==> src/rtl/ysyx_220053_idu_pipe.sv <==
// ysyx_220053_idu_pipe
//
// Registered RV64I decode stage placed between fetch and execute.
// Each instruction is decoded combinationally as it is accepted. The
// decoded control bundle is stored in a two-entry buffer: a main entry
// and a skid entry. An ebreak or an illegal word puts the stage into a
// sticky halt.
//
// Ports
//   clk, rst       clock (rising edge), asynchronous active-high reset
//   in_valid       fetch presents an instruction
//   in_ready       stage accepts this cycle (registered state only)
//   in_inst        32-bit instruction word
//   in_pc          PC of in_inst
//   out_valid      decoded bundle valid
//   out_ready      execute accepts the bundle
//   out_pc         PC of the decoded instruction
//   rd, rs1, rs2   register indices
//   wen            register-file write enable
//   ALUSrcB        1 = imm feeds ALU B, 0 = rs2 data feeds ALU B
//   imm            sign-extended immediate
//   out_illegal    instruction not decodable
//   out_ebreak     instruction is ebreak
//   halted         sticky halt state
//
// state | meaning
// ------+-----------------------------------------------------------
// RUN   | accepting instructions while the skid entry is empty
// HALT  | ebreak/illegal accepted; buffered entries drain, no new input
//
// XLEN must be greater than 32, because the 32-bit immediate is
// sign-extended to XLEN.

module ysyx_220053_idu_pipe #(
    parameter int XLEN   = 64,
    parameter int REG_AW = 5
) (
    input  logic              clk,
    input  logic              rst,
    input  logic              in_valid,
    output logic              in_ready,
    input  logic [31:0]       in_inst,
    input  logic [XLEN-1:0]   in_pc,
    output logic              out_valid,
    input  logic              out_ready,
    output logic [XLEN-1:0]   out_pc,
    output logic [REG_AW-1:0] rd,
    output logic [REG_AW-1:0] rs1,
    output logic [REG_AW-1:0] rs2,
    output logic              wen,
    output logic              ALUSrcB,
    output logic [XLEN-1:0]   imm,
    output logic              out_illegal,
    output logic              out_ebreak,
    output logic              halted
);

    typedef enum logic {
        ST_RUN  = 1'b0,
        ST_HALT = 1'b1
    } state_t;

    typedef struct packed {
        logic [XLEN-1:0]   pc;
        logic [REG_AW-1:0] rd;
        logic [REG_AW-1:0] rs1;
        logic [REG_AW-1:0] rs2;
        logic              wen;
        logic              alu_src_b;
        logic [XLEN-1:0]   imm;
        logic              illegal;
        logic              ebreak;
    } entry_t;

    localparam logic [31:0] EBREAK_WORD = 32'h0010_0073;

    localparam logic [6:0] OPC_OP_IMM    = 7'b0010011;
    localparam logic [6:0] OPC_OP_IMM_32 = 7'b0011011;
    localparam logic [6:0] OPC_OP        = 7'b0110011;
    localparam logic [6:0] OPC_OP_32     = 7'b0111011;
    localparam logic [6:0] OPC_LOAD      = 7'b0000011;
    localparam logic [6:0] OPC_STORE     = 7'b0100011;
    localparam logic [6:0] OPC_BRANCH    = 7'b1100011;
    localparam logic [6:0] OPC_LUI       = 7'b0110111;
    localparam logic [6:0] OPC_AUIPC     = 7'b0010111;
    localparam logic [6:0] OPC_JAL       = 7'b1101111;
    localparam logic [6:0] OPC_JALR      = 7'b1100111;

    state_t state, state_nxt;
    entry_t main_q, skid_q, dec;
    logic   main_valid, skid_valid;
    logic   accept, consume, halt_trig;

    logic [6:0]  opcode;
    logic [31:0] imm_i, imm_s, imm_b, imm_u, imm_j, imm32;
    logic        wen_raw;

    // ---------------------------------------------------------------
    // Decode
    // ---------------------------------------------------------------
    assign opcode = in_inst[6:0];

    assign imm_i = {{20{in_inst[31]}}, in_inst[31:20]};
    assign imm_s = {{20{in_inst[31]}}, in_inst[31:25], in_inst[11:7]};
    assign imm_b = {{19{in_inst[31]}}, in_inst[31], in_inst[7],
                    in_inst[30:25], in_inst[11:8], 1'b0};
    assign imm_u = {in_inst[31:12], 12'b0};
    assign imm_j = {{11{in_inst[31]}}, in_inst[31], in_inst[19:12],
                    in_inst[20], in_inst[30:21], 1'b0};

    always_comb begin
        dec           = '0;
        imm32         = '0;
        wen_raw       = 1'b0;
        dec.pc        = in_pc;
        dec.rd        = in_inst[11:7];
        dec.rs1       = in_inst[19:15];
        dec.rs2       = in_inst[24:20];

        if (in_inst == EBREAK_WORD) begin
            dec.ebreak = 1'b1;
        end else begin
            case (opcode)
                OPC_OP_IMM, OPC_OP_IMM_32, OPC_LOAD, OPC_JALR: begin
                    wen_raw       = 1'b1;
                    dec.alu_src_b = 1'b1;
                    imm32         = imm_i;
                end
                OPC_OP, OPC_OP_32: begin
                    wen_raw = 1'b1;
                end
                OPC_STORE: begin
                    dec.alu_src_b = 1'b1;
                    imm32         = imm_s;
                end
                OPC_BRANCH: begin
                    imm32 = imm_b;
                end
                OPC_LUI: begin
                    wen_raw       = 1'b1;
                    dec.alu_src_b = 1'b1;
                    dec.rs1       = '0;
                    imm32         = imm_u;
                end
                OPC_AUIPC: begin
                    wen_raw       = 1'b1;
                    dec.alu_src_b = 1'b1;
                    imm32         = imm_u;
                end
                OPC_JAL: begin
                    wen_raw       = 1'b1;
                    dec.alu_src_b = 1'b1;
                    imm32         = imm_j;
                end
                default: begin
                    dec.illegal = 1'b1;
                end
            endcase
        end

        dec.imm = {{(XLEN-32){imm32[31]}}, imm32};
        // Writes to x0 are dropped here, so execute never has to filter them.
        dec.wen = wen_raw && (dec.rd != '0);
    end

    // ---------------------------------------------------------------
    // Handshake
    // ---------------------------------------------------------------
    // in_ready looks only at registered state, so there is no
    // combinational path from out_ready back to fetch.
    assign in_ready  = (state == ST_RUN) && !skid_valid;
    assign out_valid = main_valid;
    assign accept    = in_valid && in_ready;
    assign consume   = main_valid && out_ready;
    assign halt_trig = accept && (dec.illegal || dec.ebreak);

    // ---------------------------------------------------------------
    // Halt FSM
    // ---------------------------------------------------------------
    always_ff @(posedge clk or posedge rst) begin
        if (rst) begin
            state <= ST_RUN;
        end else begin
            state <= state_nxt;
        end
    end

    always_comb begin
        state_nxt = state;
        case (state)
            ST_RUN:  if (halt_trig) state_nxt = ST_HALT;
            ST_HALT: state_nxt = ST_HALT;
            default: state_nxt = ST_RUN;
        endcase
    end

    assign halted = (state == ST_HALT);

    // ---------------------------------------------------------------
    // Two-entry buffer
    // ---------------------------------------------------------------
    // Accept and skid_valid cannot both be true (in_ready needs an empty
    // skid). So when the main entry is consumed, it is refilled from
    // exactly one source: the skid entry or the incoming instruction.
    always_ff @(posedge clk or posedge rst) begin
        if (rst) begin
            main_valid <= 1'b0;
            skid_valid <= 1'b0;
            main_q     <= '0;
            skid_q     <= '0;
        end else if (consume) begin
            if (skid_valid) begin
                main_q     <= skid_q;
                skid_valid <= 1'b0;
            end else if (accept) begin
                main_q <= dec;
            end else begin
                main_valid <= 1'b0;
            end
        end else if (accept) begin
            if (main_valid) begin
                skid_q     <= dec;
                skid_valid <= 1'b1;
            end else begin
                main_q     <= dec;
                main_valid <= 1'b1;
            end
        end
    end

    assign out_pc      = main_q.pc;
    assign rd          = main_q.rd;
    assign rs1         = main_q.rs1;
    assign rs2         = main_q.rs2;
    assign wen         = main_q.wen;
    assign ALUSrcB     = main_q.alu_src_b;
    assign imm         = main_q.imm;
    assign out_illegal = main_q.illegal;
    assign out_ebreak  = main_q.ebreak;

endmodule

==> config.mk <==
export PLATFORM = sky130hd
export DESIGN_NAME = ysyx_220053_idu_pipe
export DESIGN_NICKNAME = d
export VERILOG_FILES = /design/src/rtl/ysyx_220053_idu_pipe.sv
export SDC_FILE = /design/constraint.sdc
export NUM_CORES = 1
export LEC_CHECK = 0
export BUFFER_PORTS_ARGS = -buffer_cell sky130_fd_sc_hd__buf_2
export CORE_UTILIZATION = 49
export CTS_CLUSTER_SIZE = 30
export DETAILED_ROUTE_END_ITERATION = 10
export PLACE_DENSITY = 0.82
export SLEW_MARGIN = 10
export SYNTH_ARGS = -nofsm -noshare
export SYNTH_HDL_FRONTEND = slang
export SYNTH_SLANG_ARGS = --single-unit
==> constraint.sdc <==
create_clock -name clk -period 7.45 [get_ports clk]
set_input_delay 1.49 -clock clk [delete_from_list [all_inputs] [get_ports clk]]
set_output_delay 1.49 -clock clk [all_outputs]
set_load 0.01 [all_outputs]
==> metrics.cfg, run 1 <==
[layout]
nets=1489
regArea_sq_um=5830
drive_above_1_share_pct=23.1
fillers=1830
multiInputGateArea_sq_um=3980
area_growth_pct=17.4
final_util_pct=58.5

[power]
p_per_area_nw_per_um2=216
fin_total_pwr_uw=2650
p_leak_uw=0.00632
peakVddDrop_mv=0.156

[clocking]
cts_made_buffers=25
cts_setup_buffers=0
ctsHoldBuffers=0
ctsResizeCount=0
cts_tree=built
cts_buffer_depth=3
path_clk_slew_ns=0.06
htree_levels=1
worstSkewPairLatency_ns=0.52
cts_num_sinks=233
cts.root.buffer_cell=clkbuf_16

[placed_design]
place_congestion=0.834
port_buffers=249
hpwl_um=16600
place_ws_ns=3.20

[worst_setup_path]
end_kind=flop
path_class=primary input to flop
arrival_ns=4.23
start_kind=primary input
crit_start=in_valid
crit_path_max_fanout=117
regToRegStartpoint=skid_valid$_DFFE_PP0P_
cp.required_ns=7.89

[synthesis]
syn_inst=1222
yosysSeqAreaShare_pct=55.8
avgSynthCellArea_sq_um=8.55
ys_ff_latch=233
synth_cell_type_count=47
yosysTopAreaCell=dfrtp_1
ys_warn_count=0
synth.area.top_cells=dfrtp_1 (56%), nand2_1 (17%), a31oi_1 (5.1%)
syn_area_sq_um=10400
synth_top_area_share_pct=55.8
syn-num-nets=1322

[floorplanning]
dieArea_sq_um=21900
die_x_um=148
ios=250
core_sq_um=21000
start_util_pct=49.9
die_h_um=148
row_count=53

[hold_path]
hp-start=skid_q[81]$_DFFE_PP0P_
hp-class=flop to flop

[routing]
drtIter0Drc=857
drtPass1Iterations=5
wl_um=26600
ant_nets=0
dr_total_vias=9131
wl_per_cell_um=15.8
viasPerCell=5.43
drc_errors=0

[timing]
setup_ws_ns=3.66
hold_viol_final=0
period_needed_ns=3.79
tns_ns=0
drv_slew=0
rsz0062_at_grt=false
fin_crit_sh_pct=50.8
fmax_mhz=264
whs_ns=0.473
worstMarginPinSlew_ns=1.15
setup_viol=0
slew_headroom_pct=23.3
skew_ns=0.00817

[flow_run]
maxCapViolations=0

[global_routing]
grt_util_all_layers_pct=24.3
antenna_found_initial=2
grt_pass1_wl_um=43000
grt_max_degree=192
grt_pass1_vias=8653
grt_overflow=0

[run_status]
status=completed

synthesized netlist by cell type (all sizes together):
cell type and n:
a2111oi 2, a211oi 1, a21o 2, a21oi 62, a22oi 7, a31o 2
a31oi 86, a32oi 1, and2 5, and3 1, and3b 1, and4 1
buf 80, clkbuf 37, dfrtp 233, inv 5, nand2 467, nand2b 1
nand3 24, nand3b 1, nand4 3, nor2 117, nor2b 4, nor3 6
nor4 3, nor4b 4, o21a 2, o21ai 45, o22ai 12, o31a 1
o31ai 2, or3 2, or3b 1, or4 1
critical path, stage by stage:
cell     delay, ns
buf_2         0.10
or3b_4        0.41
a21oi_4       0.14
buf_4         0.62
buf_4         0.91
o21ai_0       0.21
o21ai_1       0.17
power breakdown:
| part | total [uW] | switching, uW | internal, uW |
|---|---|---|---|
| clock | 1170 | 508 | 658 |
| sequential | 1310 | 15.8 | 1290 |
| combinational | 178 | 112 | 66.2 |
path summary, 6_finish.rpt:
path,endpoint,slack (ns),cells after the start
worst max-delay path,imm[2]$_DFFE_PP0P_,3.66,7
worst min-delay path,skid_q[81]$_DFFE_PP0P_,0.47,2
worst max register to register,imm[2]$_DFFE_PP0P_,4.22,6
worst min register to register,skid_q[81]$_DFFE_PP0P_,0.47,2
max in group asynchronous,out_valid$_DFFE_PP0P_,4.78,3
min in group asynchronous,out_pc[43]$_DFFE_PP0P_,1.17,2
per-stage QoR:
stage	area (sq um)	cells
6_report	12300	1681
3_3_place_gp	11500	1637
4_1_cts	12300	1680
2_1_floorplan	10500	1222
3_5_place_dp	11500	1637
5_1_grt	12300	1681
cell usage in the layout, fill, tap and decap left out, types with 12 or more instances in the layout:
cell	synthesis	routed
a31oi_1	86	86
nor2_1	117	117
clkbuf_16	0	25
buf_2	33	249
nand2_1	467	467
a21oi_1	51	51
o21ai_0	34	34
nand3_1	24	23
o22ai_1	12	12
dfrtp_1	233	233
logic make-up (layout without fill, tap and decap cells):
| family | after synthesis | after routing | share of synthesized area (%) |
|---|---|---|---|
| and+or+nand+nor | 642 | 642 | 24.6 |
| DFF | 233 | 233 | 55.8 |
| AOI/OAI and AO/OA | 225 | 225 | 13.1 |
| buffers and inverters | 122 | 305 | 6.50 |
| other | 0 | 1 | 0 |
routing by layer:
metal	GRT usage, %	vias to the layer above	wire [um]
li1	-	4335	-
met1	32.3	4377	11300
met2	40.0	370	12700
met3	4.17	49	1890
met4	8.45	0	728
met5	0	-	0
registers in the layout, indices dropped and copies added, names as in the netlist:
name         cells
skid_q         115
out_pc          64
imm             32
rd               5
rs1              5
rs2              5
ALUSrcB          1
halted           1
out_ebreak       1
out_illegal      1
out_valid        1
skid_valid       1
wen              1
area by class of cell:
cell class	count	share of cell area (%)
inverters	5	0.184
clock inverters	12	0.694
diodes	1	0.0204
clock buffers	31	5.61
flip-flops and latches	233	47.5
repair buffers	257	10.8
well taps	275	2.80
multi-input cells	867	32.4
(Power assumes the default switching activity.)
==> inputs of run 2 (changes only) <==
--- a/config.mk
+++ b/config.mk
@@ -6,7 +6,7 @@
 export NUM_CORES = 1
 export LEC_CHECK = 0
 export BUFFER_PORTS_ARGS = -buffer_cell sky130_fd_sc_hd__buf_2
-export CORE_UTILIZATION = 49
+export CORE_UTILIZATION = 51
 export CTS_CLUSTER_SIZE = 30
 export DETAILED_ROUTE_END_ITERATION = 10
 export PLACE_DENSITY = 0.82
==> constraint.sdc (replaced) <==
create_clock -name clk -period 3.5 [get_ports clk]
set_input_delay 0.7 -clock clk [delete_from_list [all_inputs] [get_ports clk]]
set_output_delay 0.7 -clock clk [all_outputs]
set_load 0.01 [all_outputs]
==> run 2 against run 1 <==
Net effect: first-iteration DRC count shrank 16%; clock skew rose by 0.011 ns; clock-buffer cell count grew 4; worst hold slack worse by 0.34 ns; sequential share of layout area down 0.39 points; register-to-register slack got worse by 2.9 ns; critical path depth is 6 lower; wire length grew 0.87%; sequential cell count unchanged; sequential power up 110%; die area fell by 3.9%; combinational power grew 120%.
==> metrics.cfg, run 2 (same netlist as run 1, synthesis figures left out) <==
[run_status]
status=completed

[floorplanning]
die_h_um=145  ; -2.0%
dieArea_sq_um=21100  ; -3.9%
core_sq_um=19800  ; -5.6%
die_x_um=145  ; -2.0%
row_count=51  ; -3.8%
ios=250  ; unchanged
start_util_pct=52.8  ; +3.0 points

[clocking]
ctsHoldBuffers=0  ; unchanged
cts_tree=built
ctsResizeCount=0  ; unchanged
worstSkewPairLatency_ns=0.52  ; about the same
cts_made_buffers=25  ; unchanged
cts_setup_buffers=0  ; unchanged
cts.root.buffer_cell=clkbuf_16
path_clk_slew_ns=0.06  ; about the same
htree_levels=1  ; unchanged
cts_num_sinks=233  ; unchanged
cts_buffer_depth=3  ; unchanged

[routing]
ant_nets=0  ; unchanged
drtIter0Drc=723  ; -16%
viasPerCell=5.50  ; +1.2%
wl_met1_um=11400  ; +1.1%
dr_total_vias=9197  ; +0.72%
wl_um=26800  ; +0.87%
top_layer_used=met4
wl_per_cell_um=16.0  ; +1.4%
route.met3.wl_um=1950  ; +3.1%
drc_errors=0  ; unchanged
met2WireLength_um=12900  ; +2.0%
drtPass1Iterations=5  ; unchanged

[global_routing]
grt_max_degree=129  ; -33%
grt_pass1_vias=8816  ; +1.9%
antenna_found_initial=0  ; -2
grt_overflow=0  ; unchanged
grt_util_all_layers_pct=25.6  ; +1.4 points
grt_pass1_wl_um=44400  ; +3.4%

[timing]
setup_viol=0  ; unchanged
slew_headroom_pct=42.3  ; +19 points
setup_ws_ns=1.19  ; -2.47 ns
tns_ns=0  ; unchanged
hold_viol_final=0  ; unchanged
period_needed_ns=2.31
drv_slew=0  ; unchanged
rsz0062_at_grt=false
worstMarginPinSlew_ns=0.866  ; -0.285 ns
fin_crit_sh_pct=66.0
skew_ns=0.0189  ; +0.0107 ns
fmax_mhz=433
whs_ns=0.131  ; -0.342 ns

[layout]
layout_commonest_cell=nand2_1
largest_reg_flops=115  ; unchanged
final_cell_mix=nand2_1 (467), buf_2 (249), dfrtp_1 (233)
area_growth_pct=18.4
drive_above_1_share_pct=23.1  ; -0.049 points
final_util_pct=62.5  ; +4.0 points
nets=1495  ; +0.40%
antenna_cells=0  ; -1
top_register=skid_q

[worst_setup_path]
arrival_ns=1.61  ; -2.62 ns
start_kind=flop
cp.required_ns=2.80  ; -5.09 ns
path_class=flop to output port
critPathTopFamily=flip-flops
cp_slowest_cell=dfrtp_1
slowest_delay_ns=0.83  ; -0.08 ns
end_kind=output port
cp_cell_sequence=buf_2
path_buf_inv=1  ; -2
crit_path_max_fanout=34  ; -71%

[placed_design]
hpwl_um=17000  ; +2.5%
place_ws_ns=0.869  ; -2.33 ns
port_buffers=249  ; unchanged
place_congestion=0.911  ; +9.3%

[flow_run]
maxCapViolations=0  ; unchanged

[power]
fin_total_pwr_uw=5670  ; +110%
peakVddDrop_mv=0.368  ; +140%
p_leak_uw=0.00638  ; +0.89%
p_per_area_nw_per_um2=458  ; +110%

[hold_path]
hp-class=primary input to asynchronous set/reset pin

## run 2: changes by cell type in the layout (fill, tap and decap cells not counted), sizes merged
cell / previous run / this run
buf: 257 / 263
clkbuf: 31 / 35
clkinv: 7 / 3
clkinvlp: 4 / 1
bufinv: 0 / 1
diode: 1 / 0
inv: 6 / 5
## run 2: per-stage QoR
stage	area, sq um	cells
after floorplan	10500	1222
after global placement	11600	1633
after detailed placement	11600	1633
after CTS	12400	1673
after global routing	12400	1673
final	12400	1673
## run 2: layer usage
layer	vias to the layer above	global-route usage, %
met3	51	4.37
met1	4383	34.5
li1	4344	-
met2	419	43.1
met4	0	6.42
met5	-	0
## run 2: worst paths after layout
check	start	endpoint	slack, ns	depth (start not counted)
min in group clk	in_pc[15]	skid_q[98]$_DFFE_PP0P_	0.39	3
min	rst	skid_q[16]$_DFFE_PP0P_	0.13	2
min reg2reg	skid_q[111]$_DFFE_PP0P_	skid_q[111]$_DFFE_PP0P_	0.47	2
max	imm[62]$_DFFE_PP0P_	imm[63]	1.19	1
max reg2reg	skid_valid$_DFFE_PP0P_	imm[17]$_DFFE_PP0P_	1.32	5
max in group asynchronous	rst	out_pc[13]$_DFFE_PP0P_	2.64	3
## run 2: power by group
part	leakage [uW]	internal, uW	total, uW	switching, uW
combinational	0.00294	146	386	240
clock	0.000381	1480	2500	1020
sequential	0.00306	2750	2790	34.0
total	0.00638	4380	5670	1290
## run 2: cell type report
| class | instances | area [sq um] |
|---|---|---|
| clock buffer | 35 | 713 |
| clock inverter | 5 | 57.6 |
| fill | 1650 | 7410 |
| inverter | 5 | 22.5 |
| multi-input combinational | 867 | 3980 |
| sequential | 233 | 5830 |
| tap | 265 | 332 |
| timing repair buffer | 263 | 1440 |
==> inputs of run 3 (changes only) <==
--- a/config.mk
+++ b/config.mk
@@ -6,7 +6,7 @@
 export NUM_CORES = 1
 export LEC_CHECK = 0
 export BUFFER_PORTS_ARGS = -buffer_cell sky130_fd_sc_hd__buf_2
-export CORE_UTILIZATION = 51
+export CORE_UTILIZATION = 49
 export CTS_CLUSTER_SIZE = 30
 export DETAILED_ROUTE_END_ITERATION = 10
 export PLACE_DENSITY = 0.82
==> constraint.sdc (replaced) <==
create_clock -name clk -period 2.1 [get_ports clk]
set_input_delay 0.42 -clock clk [delete_from_list [all_inputs] [get_ports clk]]
set_output_delay 0.42 -clock clk [all_outputs]
set_load 0.01 [all_outputs]
==> run 3 against run 2 <==
Net effect: largest cell class unchanged; wire length increased by 2.6%; combinational power up 71%; critical path type is now flop to flop; total power is 71% higher; sequential share of layout area decreased by 1.1 points; die area increased by 4.0%; utilization shrank 2.0 points; final cell count is 2.4% higher; non-clock buffer count grew 24; first-iteration DRC count rose by 3.9%; clock skew decreased by 0.0088 ns; via count grew 1.5%.
==> metrics.cfg, run 3 (same netlist as run 1, synthesis figures left out) <==
[routing]
wl_per_cell_um=16.0  ; +0.18%
drtPass1Iterations=5  ; unchanged
dr_total_vias=9336  ; +1.5%
ant_nets=0  ; unchanged
wl_um=27500  ; +2.6%
viasPerCell=5.45  ; -0.86%
drc_errors=0  ; unchanged
drtIter0Drc=751  ; +3.9%

[global_routing]
antenna_found_initial=1  ; +1
grt_max_degree=102  ; -21%
grt_pass1_vias=8741  ; -0.85%
grt_util_all_layers_pct=25.1  ; -0.54 points
grt_overflow=0  ; unchanged
grt_pass1_wl_um=44200  ; -0.47%

[clocking]
cts_made_buffers=25  ; unchanged
path_clk_slew_ns=0.06  ; about the same
cts_setup_buffers=0  ; unchanged
cts_tree=built
worstSkewPairLatency_ns=0.53  ; about the same
cts.root.buffer_cell=clkbuf_16
htree_levels=1  ; unchanged
cts_num_sinks=233  ; unchanged
cts_buffer_depth=3  ; unchanged

[layout]
regArea_sq_um=5830  ; unchanged
layout_commonest_cell=nand2_1
largest_reg_flops=115  ; unchanged
final_area_sq_um=12700  ; +2.5%
final_util_pct=60.5  ; -2.0 points
nets=1519  ; +1.6%
final_cell_mix=nand2_1 (467), buf_2 (249), dfrtp_1 (233)
top_register=skid_q
multiInputGateArea_sq_um=3980  ; unchanged
drive_above_1_share_pct=24.4  ; +1.3 points
fillers=1777  ; +7.7%
area_growth_pct=21.3

[hold_path]
hp-class=primary input to flop

[power]
p_per_area_nw_per_um2=762  ; +66%
peakVddDrop_mv=0.529  ; +44%
fin_total_pwr_uw=9660  ; +71%
p_leak_uw=0.00653  ; +2.4%

[timing]
drv_slew=0  ; unchanged
slew_headroom_pct=55.1  ; +13 points
whs_ns=0.102  ; -0.0292 ns
setup_viol=0  ; unchanged
fin_crit_sh_pct=90.3
skew_ns=0.0101  ; -0.00877 ns
period_needed_ns=1.90
hold_viol_final=0  ; unchanged
fmax_mhz=527
rsz0062_at_grt=false
worstMarginPinSlew_ns=0.656  ; -0.210 ns

[worst_setup_path]
crit_start=skid_valid$_DFFE_PP0P_
crit_end=out_pc[22]$_DFFE_PP0P_
path_class=flop to flop
start_kind=flop
arrival_ns=2.33  ; +0.72 ns
end_kind=flop
r2r_slack_ns=0.20  ; -1.12 ns
cp.required_ns=2.54  ; -0.26 ns
reg2reg_depth=6  ; +1
regToRegStartpoint=skid_valid$_DFFE_PP0P_
crit_path_max_fanout=41  ; +21%
timing.rr.end=out_pc[22]$_DFFE_PP0P_

[placed_design]
hpwl_um=18100  ; +6.7%
port_buffers=249  ; unchanged
place_congestion=0.915  ; +0.42%
placed_area_sq_um=11800  ; +2.1%

[floorplanning]
core_sq_um=21000  ; +5.9%
dieArea_sq_um=21900  ; +4.0%
ios=250  ; unchanged
die_x_um=148  ; +2.0%
die_h_um=148  ; +2.0%
row_count=53  ; +3.9%
start_util_pct=49.9  ; -3.0 points

[flow_run]
maxCapViolations=0  ; unchanged

[run_status]
status=completed

## run 3: cell count changes in the layout (fill, tap and decap cells not counted), sizes merged
cell,before,now
bufinv,1,2
clkinv,3,4
dlygate4sd3,0,1
clkinvlp,1,2
buf,263,286
diode,0,2
clkbuf,35,36
## run 3: layout make-up
type / instances / area share, %
Inverter: 5 / 0.178
Antenna cell: 2 / 0.0395
Multi-Input combinational cell: 867 / 31.4
Clock buffer: 36 / 5.58
Timing Repair Buffer: 287 / 13.3
Tap cell: 275 / 2.71
Clock inverter: 8 / 0.849
Sequential cell: 233 / 46.0
## run 3: critical path: stages, from the launching register on
cell and delay [ns]:
dfrtp_1 0.38, or3b_4 0.43, a21oi_4 0.28, buf_12 0.27
buf_12 0.20, nor2_1 0.06, a31oi_1 0.16
## run 3: metrics by stage
stage          instances  setup TNS [ns]  worst slack, ns
2_1_floorplan       1222         -319.19            -1.37
3_3_place_gp        1666               0            0.161
3_5_place_dp        1666               0            0.106
4_1_cts             1711               0            0.213
5_1_grt             1712               0           0.0933
6_report            1713               0            0.203
## run 3: routing by layer
metal  up-vias  share of wire, %  track usage, %
li1       4394                 -               -
met1      4493                41            33.2
met5         -                 0               0
met4         0               2.4            7.58
met2       401                49            41.7
met3        48               7.9            4.94
## run 3: how the worst min path moves through the flow
stage                               to  slack, ns  cells after the start              startpoint
6_report        skid_q[94]$_DFFE_PP0P_       0.10                      3               in_pc[11]
5_1_grt         skid_q[84]$_DFFE_PP0P_       0.10                      3                in_pc[1]
3_3_place_gp    skid_q[13]$_DFFE_PP0P_       0.45                      2  skid_q[13]$_DFFE_PP0P_
4_1_cts        skid_q[141]$_DFFE_PP0P_       0.09                      3               in_pc[58]
2_1_floorplan   skid_q[67]$_DFFE_PP0P_       0.44                      2  skid_q[67]$_DFFE_PP0P_
3_5_place_dp    skid_q[67]$_DFFE_PP0P_       0.46                      2  skid_q[67]$_DFFE_PP0P_
## run 3: power breakdown
group | internal, uW | switching [uW]
clock network | 2590 | 1770
logic | 254 | 407
registers | 4590 | 53.5
## run 3: timing repair
| action | CTS | global route |
|---|---|---|
| resized for setup | 0 | 0 |
| setup endpoints to repair | 0 | 0 |
| endpoints found under the hold margin | 14 | 0 |
| hold buffers | 1 | 0 |
